`config.mk`:
```
export PLATFORM = sky130hd
export DESIGN_NAME = imem_loader_flat
export DESIGN_NICKNAME = d
export VERILOG_FILES = /design/src/rtl/imem_loader_pkg.sv /design/src/rtl/imem_loader_if.sv /design/src/rtl/imem_loader_byte_packer.sv /design/src/rtl/imem_loader.sv /design/src/flat_wrapper.sv
export SDC_FILE = /design/constraint.sdc
export NUM_CORES = 1
export LEC_CHECK = 0
export BUFFER_PORTS_ARGS = -buffer_cell sky130_fd_sc_hd__buf_2
export CAP_MARGIN = 20
export CORE_UTILIZATION = 61
export CTS_CLUSTER_SIZE = 40
export DETAILED_ROUTE_END_ITERATION = 10
export PLACE_DENSITY = 0.9
export SYNTH_ARGS = -nofsm -noshare
export SYNTH_HDL_FRONTEND = slang
export SYNTH_SLANG_ARGS = --single-unit
```
`constraint.sdc`:
```
create_clock -name clk -period 6.2 [get_ports clk]
set_clock_uncertainty 0.2 [all_clocks]
set_input_delay 1.55 -clock clk [delete_from_list [all_inputs] [get_ports clk]]
set_output_delay 1.55 -clock clk [all_outputs]
set_load 0.01 [all_outputs]
```
`src/rtl/imem_loader_pkg.sv`:
```
// Shared definitions for the instruction-memory loader: FSM encoding and stream framing constants.
package imem_loader_pkg;

    typedef enum logic [2:0] {
        StIdle  = 3'd0,
        StLenHi = 3'd1,
        StLenLo = 3'd2,
        StData  = 3'd3,
        StDone  = 3'd4,
        StErr   = 3'd5
    } state_e;

    localparam int unsigned LEN_BYTES      = 2;
    localparam int unsigned BYTES_PER_WORD = 4;
    localparam int unsigned LEN_W          = LEN_BYTES * 8;
    localparam int unsigned IDX_W          = $clog2(BYTES_PER_WORD);

endpackage

```
`src/rtl/imem_loader_if.sv`:
```
// Byte-stream input, IM write port and pipeline control bundle of the loader.
interface imem_loader_if #(
    parameter int unsigned AW = 32
);
    logic          start;
    logic [7:0]    byte_in;
    logic          byte_valid;
    logic          byte_ready;
    logic          imwe;
    logic [AW-1:0] imwa;
    logic [31:0]   imwd;
    logic          cpurst;
    logic          done;
    logic          err;

    modport slave (
        input  start, byte_in, byte_valid,
        output byte_ready, imwe, imwa, imwd, cpurst, done, err
    );

    modport master (
        output start, byte_in, byte_valid,
        input  byte_ready, imwe, imwa, imwd, cpurst, done, err
    );
endinterface

```
`src/rtl/imem_loader_byte_packer.sv`:
```
// Packs big-endian bytes into 32-bit words; word_ready flags the byte that completes a word.
module imem_loader_byte_packer
    import imem_loader_pkg::*;
(
    input  logic        clk,
    input  logic        rst,
    input  logic        clr,
    input  logic        shift_en,
    input  logic [7:0]  byte_in,
    output logic        word_ready,
    output logic [31:0] word
);

    // Only the three earlier bytes need storage; the fourth arrives on byte_in.
    logic [23:0]      sreg_q;
    logic [IDX_W-1:0] idx_q;

    assign word_ready = shift_en && (idx_q == IDX_W'(BYTES_PER_WORD - 1));
    assign word       = {sreg_q, byte_in};

    always_ff @(posedge clk or posedge rst) begin
        if (rst) begin
            sreg_q <= '0;
            idx_q  <= '0;
        end else if (clr) begin
            sreg_q <= '0;
            idx_q  <= '0;
        end else if (shift_en) begin
            sreg_q <= {sreg_q[15:0], byte_in};
            idx_q  <= idx_q + 1'b1;
        end
    end

endmodule

```
`src/rtl/imem_loader.sv`:
```
// Streams a length-prefixed program into IM and holds the pipeline in reset until it is loaded.
module imem_loader
    import imem_loader_pkg::*;
#(
    parameter int unsigned DEPTH = 256,
    parameter int unsigned AW    = 32
) (
    input  logic           clk,
    input  logic           rst,
    imem_loader_if.slave   bus
);

    state_e             state_q, state_d;
    logic [LEN_W-1:0]   len_q, len_d;
    logic [LEN_W-1:0]   wcnt_q, wcnt_d;
    logic               byte_ready_q, byte_ready_d;
    logic               imwe_q, imwe_d;
    logic [AW-1:0]      imwa_q, imwa_d;
    logic [31:0]        imwd_q, imwd_d;
    logic               cpurst_q, cpurst_d;
    logic               done_q, done_d;
    logic               err_q, err_d;

    logic               xfer;
    logic               pk_clr;
    logic               pk_shift;
    logic               word_ready;
    logic [31:0]        word;
    logic [LEN_W-1:0]   hdr_len;

    assign xfer     = bus.byte_valid && byte_ready_q;
    assign pk_shift = xfer && (state_q == StData);
    assign hdr_len  = {len_q[LEN_W-1:8], bus.byte_in};

    imem_loader_byte_packer u_packer (
        .clk        (clk),
        .rst        (rst),
        .clr        (pk_clr),
        .shift_en   (pk_shift),
        .byte_in    (bus.byte_in),
        .word_ready (word_ready),
        .word       (word)
    );

    always_comb begin
        state_d      = state_q;
        len_d        = len_q;
        wcnt_d       = wcnt_q;
        byte_ready_d = byte_ready_q;
        imwe_d       = 1'b0;
        imwa_d       = imwa_q;
        imwd_d       = imwd_q;
        cpurst_d     = cpurst_q;
        done_d       = done_q;
        err_d        = err_q;
        pk_clr       = 1'b0;

        unique case (state_q)
            StIdle, StDone, StErr: begin
                if (bus.start) begin
                    state_d      = StLenHi;
                    byte_ready_d = 1'b1;
                    cpurst_d     = 1'b1;
                    done_d       = 1'b0;
                    err_d        = 1'b0;
                    pk_clr       = 1'b1;
                end
            end
            StLenHi: begin
                if (xfer) begin
                    len_d[LEN_W-1:8] = bus.byte_in;
                    state_d          = StLenLo;
                end
            end
            StLenLo: begin
                if (xfer) begin
                    len_d = hdr_len;
                    if (hdr_len == '0) begin
                        state_d      = StDone;
                        byte_ready_d = 1'b0;
                        cpurst_d     = 1'b0;
                        done_d       = 1'b1;
                    end else if (32'(hdr_len) > DEPTH) begin
                        state_d      = StErr;
                        byte_ready_d = 1'b0;
                        err_d        = 1'b1;
                    end else begin
                        state_d = StData;
                        wcnt_d  = '0;
                        pk_clr  = 1'b1;
                    end
                end
            end
            StData: begin
                if (word_ready) begin
                    imwe_d = 1'b1;
                    imwa_d = AW'(wcnt_q);
                    imwd_d = word;
                    wcnt_d = wcnt_q + 1'b1;
                    if (wcnt_q + 1'b1 == len_q) begin
                        byte_ready_d = 1'b0;
                    end
                end
                // Leave DATA on the edge that commits the final write, so IM holds
                // every word by the time the pipeline leaves reset.
                if (imwe_q && (wcnt_q == len_q)) begin
                    state_d  = StDone;
                    cpurst_d = 1'b0;
                    done_d   = 1'b1;
                end
            end
            default: begin
                state_d      = StIdle;
                byte_ready_d = 1'b0;
            end
        endcase
    end

    always_ff @(posedge clk or posedge rst) begin
        if (rst) begin
            state_q      <= StIdle;
            len_q        <= '0;
            wcnt_q       <= '0;
            byte_ready_q <= 1'b0;
            imwe_q       <= 1'b0;
            imwa_q       <= '0;
            imwd_q       <= '0;
            cpurst_q     <= 1'b1;
            done_q       <= 1'b0;
            err_q        <= 1'b0;
        end else begin
            state_q      <= state_d;
            len_q        <= len_d;
            wcnt_q       <= wcnt_d;
            byte_ready_q <= byte_ready_d;
            imwe_q       <= imwe_d;
            imwa_q       <= imwa_d;
            imwd_q       <= imwd_d;
            cpurst_q     <= cpurst_d;
            done_q       <= done_d;
            err_q        <= err_d;
        end
    end

    assign bus.byte_ready = byte_ready_q;
    assign bus.imwe       = imwe_q;
    assign bus.imwa       = imwa_q;
    assign bus.imwd       = imwd_q;
    assign bus.cpurst     = cpurst_q;
    assign bus.done       = done_q;
    assign bus.err        = err_q;

endmodule
```
`src/flat_wrapper.sv`:
```
// flat-port wrapper written by rule: the top's interface ports become plain ports
module imem_loader_flat import imem_loader_pkg::*;
#(
    parameter int unsigned DEPTH = 256,
    parameter int unsigned AW    = 32
)
  (clk, rst, bus_start, bus_byte_in, bus_byte_valid, bus_byte_ready, bus_imwe, bus_imwa, bus_imwd, bus_cpurst, bus_done, bus_err);
  imem_loader_if #(.AW(AW)) bus_i ();
  input  logic clk;
  input  logic rst;
  input wire logic [$bits(bus_i.start)-1:0] bus_start;
  input wire logic [$bits(bus_i.byte_in)-1:0] bus_byte_in;
  input wire logic [$bits(bus_i.byte_valid)-1:0] bus_byte_valid;
  output wire logic [$bits(bus_i.byte_ready)-1:0] bus_byte_ready;
  output wire logic [$bits(bus_i.imwe)-1:0] bus_imwe;
  output wire logic [$bits(bus_i.imwa)-1:0] bus_imwa;
  output wire logic [$bits(bus_i.imwd)-1:0] bus_imwd;
  output wire logic [$bits(bus_i.cpurst)-1:0] bus_cpurst;
  output wire logic [$bits(bus_i.done)-1:0] bus_done;
  output wire logic [$bits(bus_i.err)-1:0] bus_err;
  assign bus_i.start = bus_start;
  assign bus_i.byte_in = bus_byte_in;
  assign bus_i.byte_valid = bus_byte_valid;
  assign bus_byte_ready = bus_i.byte_ready;
  assign bus_imwe = bus_i.imwe;
  assign bus_imwa = bus_i.imwa;
  assign bus_imwd = bus_i.imwd;
  assign bus_cpurst = bus_i.cpurst;
  assign bus_done = bus_i.done;
  assign bus_err = bus_i.err;
  imem_loader #(.DEPTH(DEPTH), .AW(AW)) u_core (.clk(clk), .rst(rst), .bus(bus_i));
endmodule
```
# Word-level counts from Yosys, hierarchy flattened
# Cells that the tools add are included.
[op_classes] n_mux=45 addsub=2 shift=0 magnitude_cmp=1 multipliers=0 n_eq_ne=19 div=0 bitwise=2 n_reduce_logical=19
[op_table] op="$mux 16" count=4
[op_table] op="$mux 24" count=2
[op_table] op="$eq 16x16->1" count=2
[op_table] op="$pmux 16 s2" count=1
[op_table] op="$mux 1" count=22
[op_table] op="$mux 3" count=6
[op_table] op="$add 16x1->16 const B" count=1
[op_table] op="$gt 16x9->1 const B" count=1
[op_table] op="$logic_not 16->1" count=1
[op_table] op="$pmux 8 s2" count=1
[op_table] op="$reduce_and 5->1" count=3
[op_table] op="$ne 2x2->1 const B" count=6
[op_table] op="$pmux 3 s4" count=1
[op_table] op="$mux 8" count=1
[op_table] op="$ne 2x1->1 const B" count=4
[op_table] op="$eq 3x2->1 const B" count=2
[op_table] op="$eq 3x3->1 const B" count=2
[op_table] op="$pmux 1 s3" count=2
[op_table] op="$reduce_and 6->1" count=1
[op_table] op="$reduce_bool 2->1" count=3
[op_table] op="$logic_and 1x1->1" count=4
[op_table] op="$mux 2" count=2
[op_table] op="$pmux 1 s2" count=2
[op_table] op="$pmux 1 s4" count=1
[op_table] op="other kinds (11)" count=13
[word_totals] word_cells=101 ram_bits=0 romBits=0 mem_count=0 reg_bits=114 out_inout_bits=69 in_bits=12 latch_bits=0

# Depth between registers and ports, before layout
[logic_depth] depth_word=6 depth_mapped=9 mapped_depth_nobuf=7

# Hierarchy
# From an unflattened synthesis, not the netlist that was laid out.
[unflattened] cells_unflattened=592 hier_area_um2=5630.4
[by_module_without_submodules] module="imem_loader" cells_per_inst=497 seq_area_each_um2=2203.4 instances=1 area_each_um2=4471.8
[by_module_without_submodules] module="imem_loader_byte_packer" cells_per_inst=95 seq_area_each_um2=650.6 instances=1 area_each_um2=1158.6

# Worst setup path before layout
# No wires, ideal clock.
[synth_path] path_type="in2reg" startpoint="input bus_byte_in[0]" endpoint="register u_core.u_packer.idx_q[0]" arrival_time_ns=3.099 path_slack_ns=2.782 n_path_buf=1 t_required_ns=5.881 stages=6 setup_ns=0.119 cell_sequence="or4_1 o21a_1 or3_4 o22ai_4 buf_6 nor2_1"
[synth_between] elab_chain_cells=6 word_cells_on_any_way=8 classes_between="order compare: 1; mux: 5; reduce/logical: 2"
[synth_lines] element="start: declaration" line_no="flat_wrapper.sv:12" source="input wire logic [$bits(bus_i.byte_in)-1:0] bus_byte_in;"
[synth_lines] element="$gt 16x9->1" line_no="imem_loader.sv:83" source="end else if (32'(hdr_len) > DEPTH) begin"
[synth_lines] element="$mux 1" line_no="imem_loader.sv:83"
[synth_lines] element="$mux 1 *" line_no="imem_loader.sv:78" source="if (hdr_len == '0) begin"
[synth_lines] element="$mux 1 *" line_no="imem_loader.sv:76" source="if (xfer) begin"
[synth_lines] element="$pmux 1 s2 *" line_no="imem_loader.sv:58" source="unique case (state_q)"
[synth_lines] element="$mux 2 or $reduce_bool 2->1 (tied branches)"
[synth_lines] element="end signal: assignment" line_no="imem_loader_byte_packer.sv:30" source="idx_q <= idx_q + 1'b1;"
[synth_lines] element="end: declaration" line_no="imem_loader_byte_packer.sv:16" source="logic [IDX_W-1:0] idx_q;"
# Every way passes the cells marked *; elsewhere a longest branch is shown, timed or not.
# A chain may end at the register's enable or synchronous reset.

# Final worst setup path
[layout_path] startpoint="input bus_byte_valid" endpoint="register u_core.byte_ready_q (netlist: u_core.bus.byte_ready)"
[layout_between] elab_chain_cells=5 word_cells_on_any_way=6 classes_between="eq/ne: 2; reduce/logical: 4"
[layout_lines] element="start: declaration" line_no="flat_wrapper.sv:13" source="input wire logic [$bits(bus_i.byte_valid)-1:0] bus_byte_valid;"
[layout_lines] element="$logic_and 1x1->1 *" line_no="imem_loader.sv:31" source="assign xfer = bus.byte_valid && byte_ready_q;"
[layout_lines] element="$logic_and 1x1->1" line_no="imem_loader.sv:32" source="assign pk_shift = xfer && (state_q == StData);"
[layout_lines] element="$logic_and 1x1->1" line_no="imem_loader_byte_packer.sv:18" source="assign word_ready = shift_en && (idx_q == IDX_W'(BYTES_PER_WORD - 1));"
[layout_lines] element="$ne 2x2->1 (no source line)"
[layout_lines] element="$reduce_and 6->1 (no source line) *"
[layout_lines] element="end signal: assignment" line_no="imem_loader.sv:135" source="byte_ready_q <= byte_ready_d;"
[layout_lines] element="end: declaration" line_no="imem_loader.sv:16" source="logic byte_ready_q, byte_ready_d;"
# Marks and branches as above.

==> out/summary.txt <==
length in cells of the worst reg-to-reg path: 7
H-tree Lvls: 4
Pwr Density: 370 nW/um^2
GPL Wtd Cong: 0.889
effective utilization at floorplan: 0.630
area delta synth->final: 15.1%
commonest non-fill, non-tap cell in the layout: nand2_1
RSZ-0062 raised after global routing: false
Primary FF master, synth: dfrtp_1
leading area contributor after synthesis: dfrtp_1
CTS Hold Bufs: 0
vias per cell: 5.89
share of the synthesized area in the top cell type: 0.515
global-route wire length before repair: 22000 um
Post-Place Cells: 754
initial antenna violation count: 0
nets: 679
post-route setup TNS: 0 ns
most frequent cells in the layout: nand2_1, dfrtp_1, buf_2, a21oi_1, xnor2_1
max_slew headroom: 0.313
unique cell type count in the Yosys netlist: 61
crit path cell chain: buf_2, nand2_1, or3_2, buf_4, nor4_1, nand3_1, nor4_1, a41oi_1
Async SR Flop Fraction: 1.00
Rows: 34
Die ar.: 9380 um^2
max_cap viols: 0
TritonRoute pass-1 iters: 5
dpl ws: 2.03 ns
Cell Area, Synth: 5490 um^2
end of the worst hold path: u_core.bus.imwa[14]
YS warnings: 0
CP arrival: 3.83 ns
clk sinks: 114
Max rail drop VDD: 204 uV
share of cells above drive strength 1: 0.177
Max Root-Sink Buffers: 2
cells after synthesis: 618
CTS tree: built
Core Box Area: 8720 um^2
f_max: 0.275 GHz
status: finished, final reports clean
clock slew at reported path FFs: 0.06 ns
vias in the first global route: 4502
Clock Latency Late Sink: 0.53 ns
Max FO, Critical Path: 48
slowest CP cell: or3_2
post-CTS resize count: 0
hpwl dp: 8030 um
Boundary Pins: 81
hold depth: 2
fin crit share: 0.586
sequential fraction of the synthesis area: 0.520
routed len/inst: 16.7 um
R2R Setup Slk: 3.18 ns
measured slew at the worst slew-check pin: 1.02 ns
CTS root buf: clkbuf_8
GR Util All Layers: 0.297
post-route ant nets: 0
total number of vias: 4632
Critical R2R Capture: u_core.bus.byte_ready
final hold vios: 0
GRT Residual Overflow: 0
Req. time, crit path: 6.40 ns
largest net degree at the start of global routing: 75
number of synthesized register bits: 114
Avg Cell Area, Syn: 8.88 um^2
Period minus WS final: 3.63 ns
Routed WL: 13200 um
n_diodes: 0
initial drt markers: 313
Worst Setup Path Type: in2reg
Die H: 96.9 um
final setup fails: 0
delay of the slowest critical-path stage: 0.73 ns
Slew Limit Fails: 0
# DRC: 0
Worst setup SP type: input pin
PortBufs: 64
Hold Startpoint: u_core.bus.imwa[14]
Chip Width: 96.9 um
RR Startpoint: u_core.state_q[2]
Num CTS Buffers: 17
Post-synth EDFFs: 0
top cells by area, synth: dfrtp_1, nand2_1, xnor2_1
CP Capture Type: flip-flop
Leak Pwr: 3.22 nW
Hold Path Class: reg2reg
final setup margin: 2.57 ns
Worst path most repeated cell: nor4_1
postcts setup bufs: 0
fin cells: 786
-- worst max-delay path, delay by kind of cell --
| family | cells | cell delay [ns] |
|---|---|---|
| AO/OA/AOI/OAI | 1 | 0.15 |
| buffers and inverters | 2 | 0.48 |
| AND/OR/NAND/NOR | 5 | 1.64 |
-- per-stage QoR --
stage | power, W | utilization | hold WS [ns] | cell area, um^2
after floorplan | 0.00129 | - | 0.239 | 5550
after global placement | 0.00136 | 0.659 | 0.252 | 5740
after detailed placement | 0.00138 | 0.659 | 0.256 | 5740
after CTS | 0.00234 | 0.724 | 0.272 | 6320
after global routing | 0.00244 | 0.724 | 0.292 | 6320
final | 0.00234 | 0.724 | 0.266 | 6320
-- cell families after synthesis --
| group | share of synthesized area |
|---|---|
| simple gates | 0.245 |
| flops | 0.520 |
| compound gates | 0.0973 |
| buf+inv | 0.0567 |
| xor+xnor | 0.0526 |
| mux | 0.0237 |
| fa+ha+maj | 0.00456 |
| other cells | 0.000683 |
-- Yosys cell counts, types with 6 or more instances --
master / n
xnor2_1: 22
clkbuf_1: 28
a21oi_1: 33
nand3_1: 14
o21ai_1: 11
buf_4: 16
mux2_2: 8
nor2_1: 20
inv_1: 6
o21ai_0: 8
xor2_1: 11
dfrtp_1: 113
nand4_1: 7
nand2_1: 231
-- how the worst max path moves through the flow --
stage,from,to,depth (start not counted)
after floorplan,rst,u_core.bus.byte_ready,1
after global placement,bus_byte_valid,u_core.bus.byte_ready,8
after detailed placement,bus_byte_valid,u_core.bus.byte_ready,8
after CTS,bus_byte_valid,u_core.bus.byte_ready,8
after global routing,bus_byte_valid,u_core.bus.byte_ready,8
final,bus_byte_valid,u_core.bus.byte_ready,8
-- per-layer routing --
| metal | up-vias | share of wire | wire length (um) | global-route usage |
|---|---|---|---|---|
| li1 | 2099 | - | - | - |
| met1 | 2248 | 0.41 | 5390 | 0.389 |
| met2 | 234 | 0.50 | 6510 | 0.472 |
| met3 | 51 | 0.063 | 830 | 0.0708 |
| met4 | 0 | 0.032 | 415 | 0.137 |
| met5 | - | 0 | 0 | 0 |
-- sequential cells by signal, summed over array words and instances (netlist names), 2 cells and up --
register and count:
u_core.bus.imwd 32, u_core.u_packer.sreg_q 24, u_core.bus.imwa 16, u_core.len_q 16, u_core.wcnt_q 16, u_core.state_q 3, u_core.u_packer.idx_q 2
-- power breakdown --
group / switching, W / internal (W) / total, W / leakage (nW)
Combinational: 0.000257 / 0.000183 / 0.000441 / 1.39
Clock: 0.000402 / 0.000550 / 0.000952 / 0.278
Sequential: 0.000116 / 0.000830 / 0.000946 / 1.55
-- layout make-up --
class | count | area, um^2
Clock buffer | 17 | 414
Clock inverter | 15 | 160
Fill cell | 604 | 2400
Inverter | 7 | 28.8
Multi-Input combinational cell | 458 | 2380
Sequential cell | 114 | 2850
Tap cell | 108 | 135
Timing Repair Buffer | 67 | 343
(Power assumes the default switching activity.)
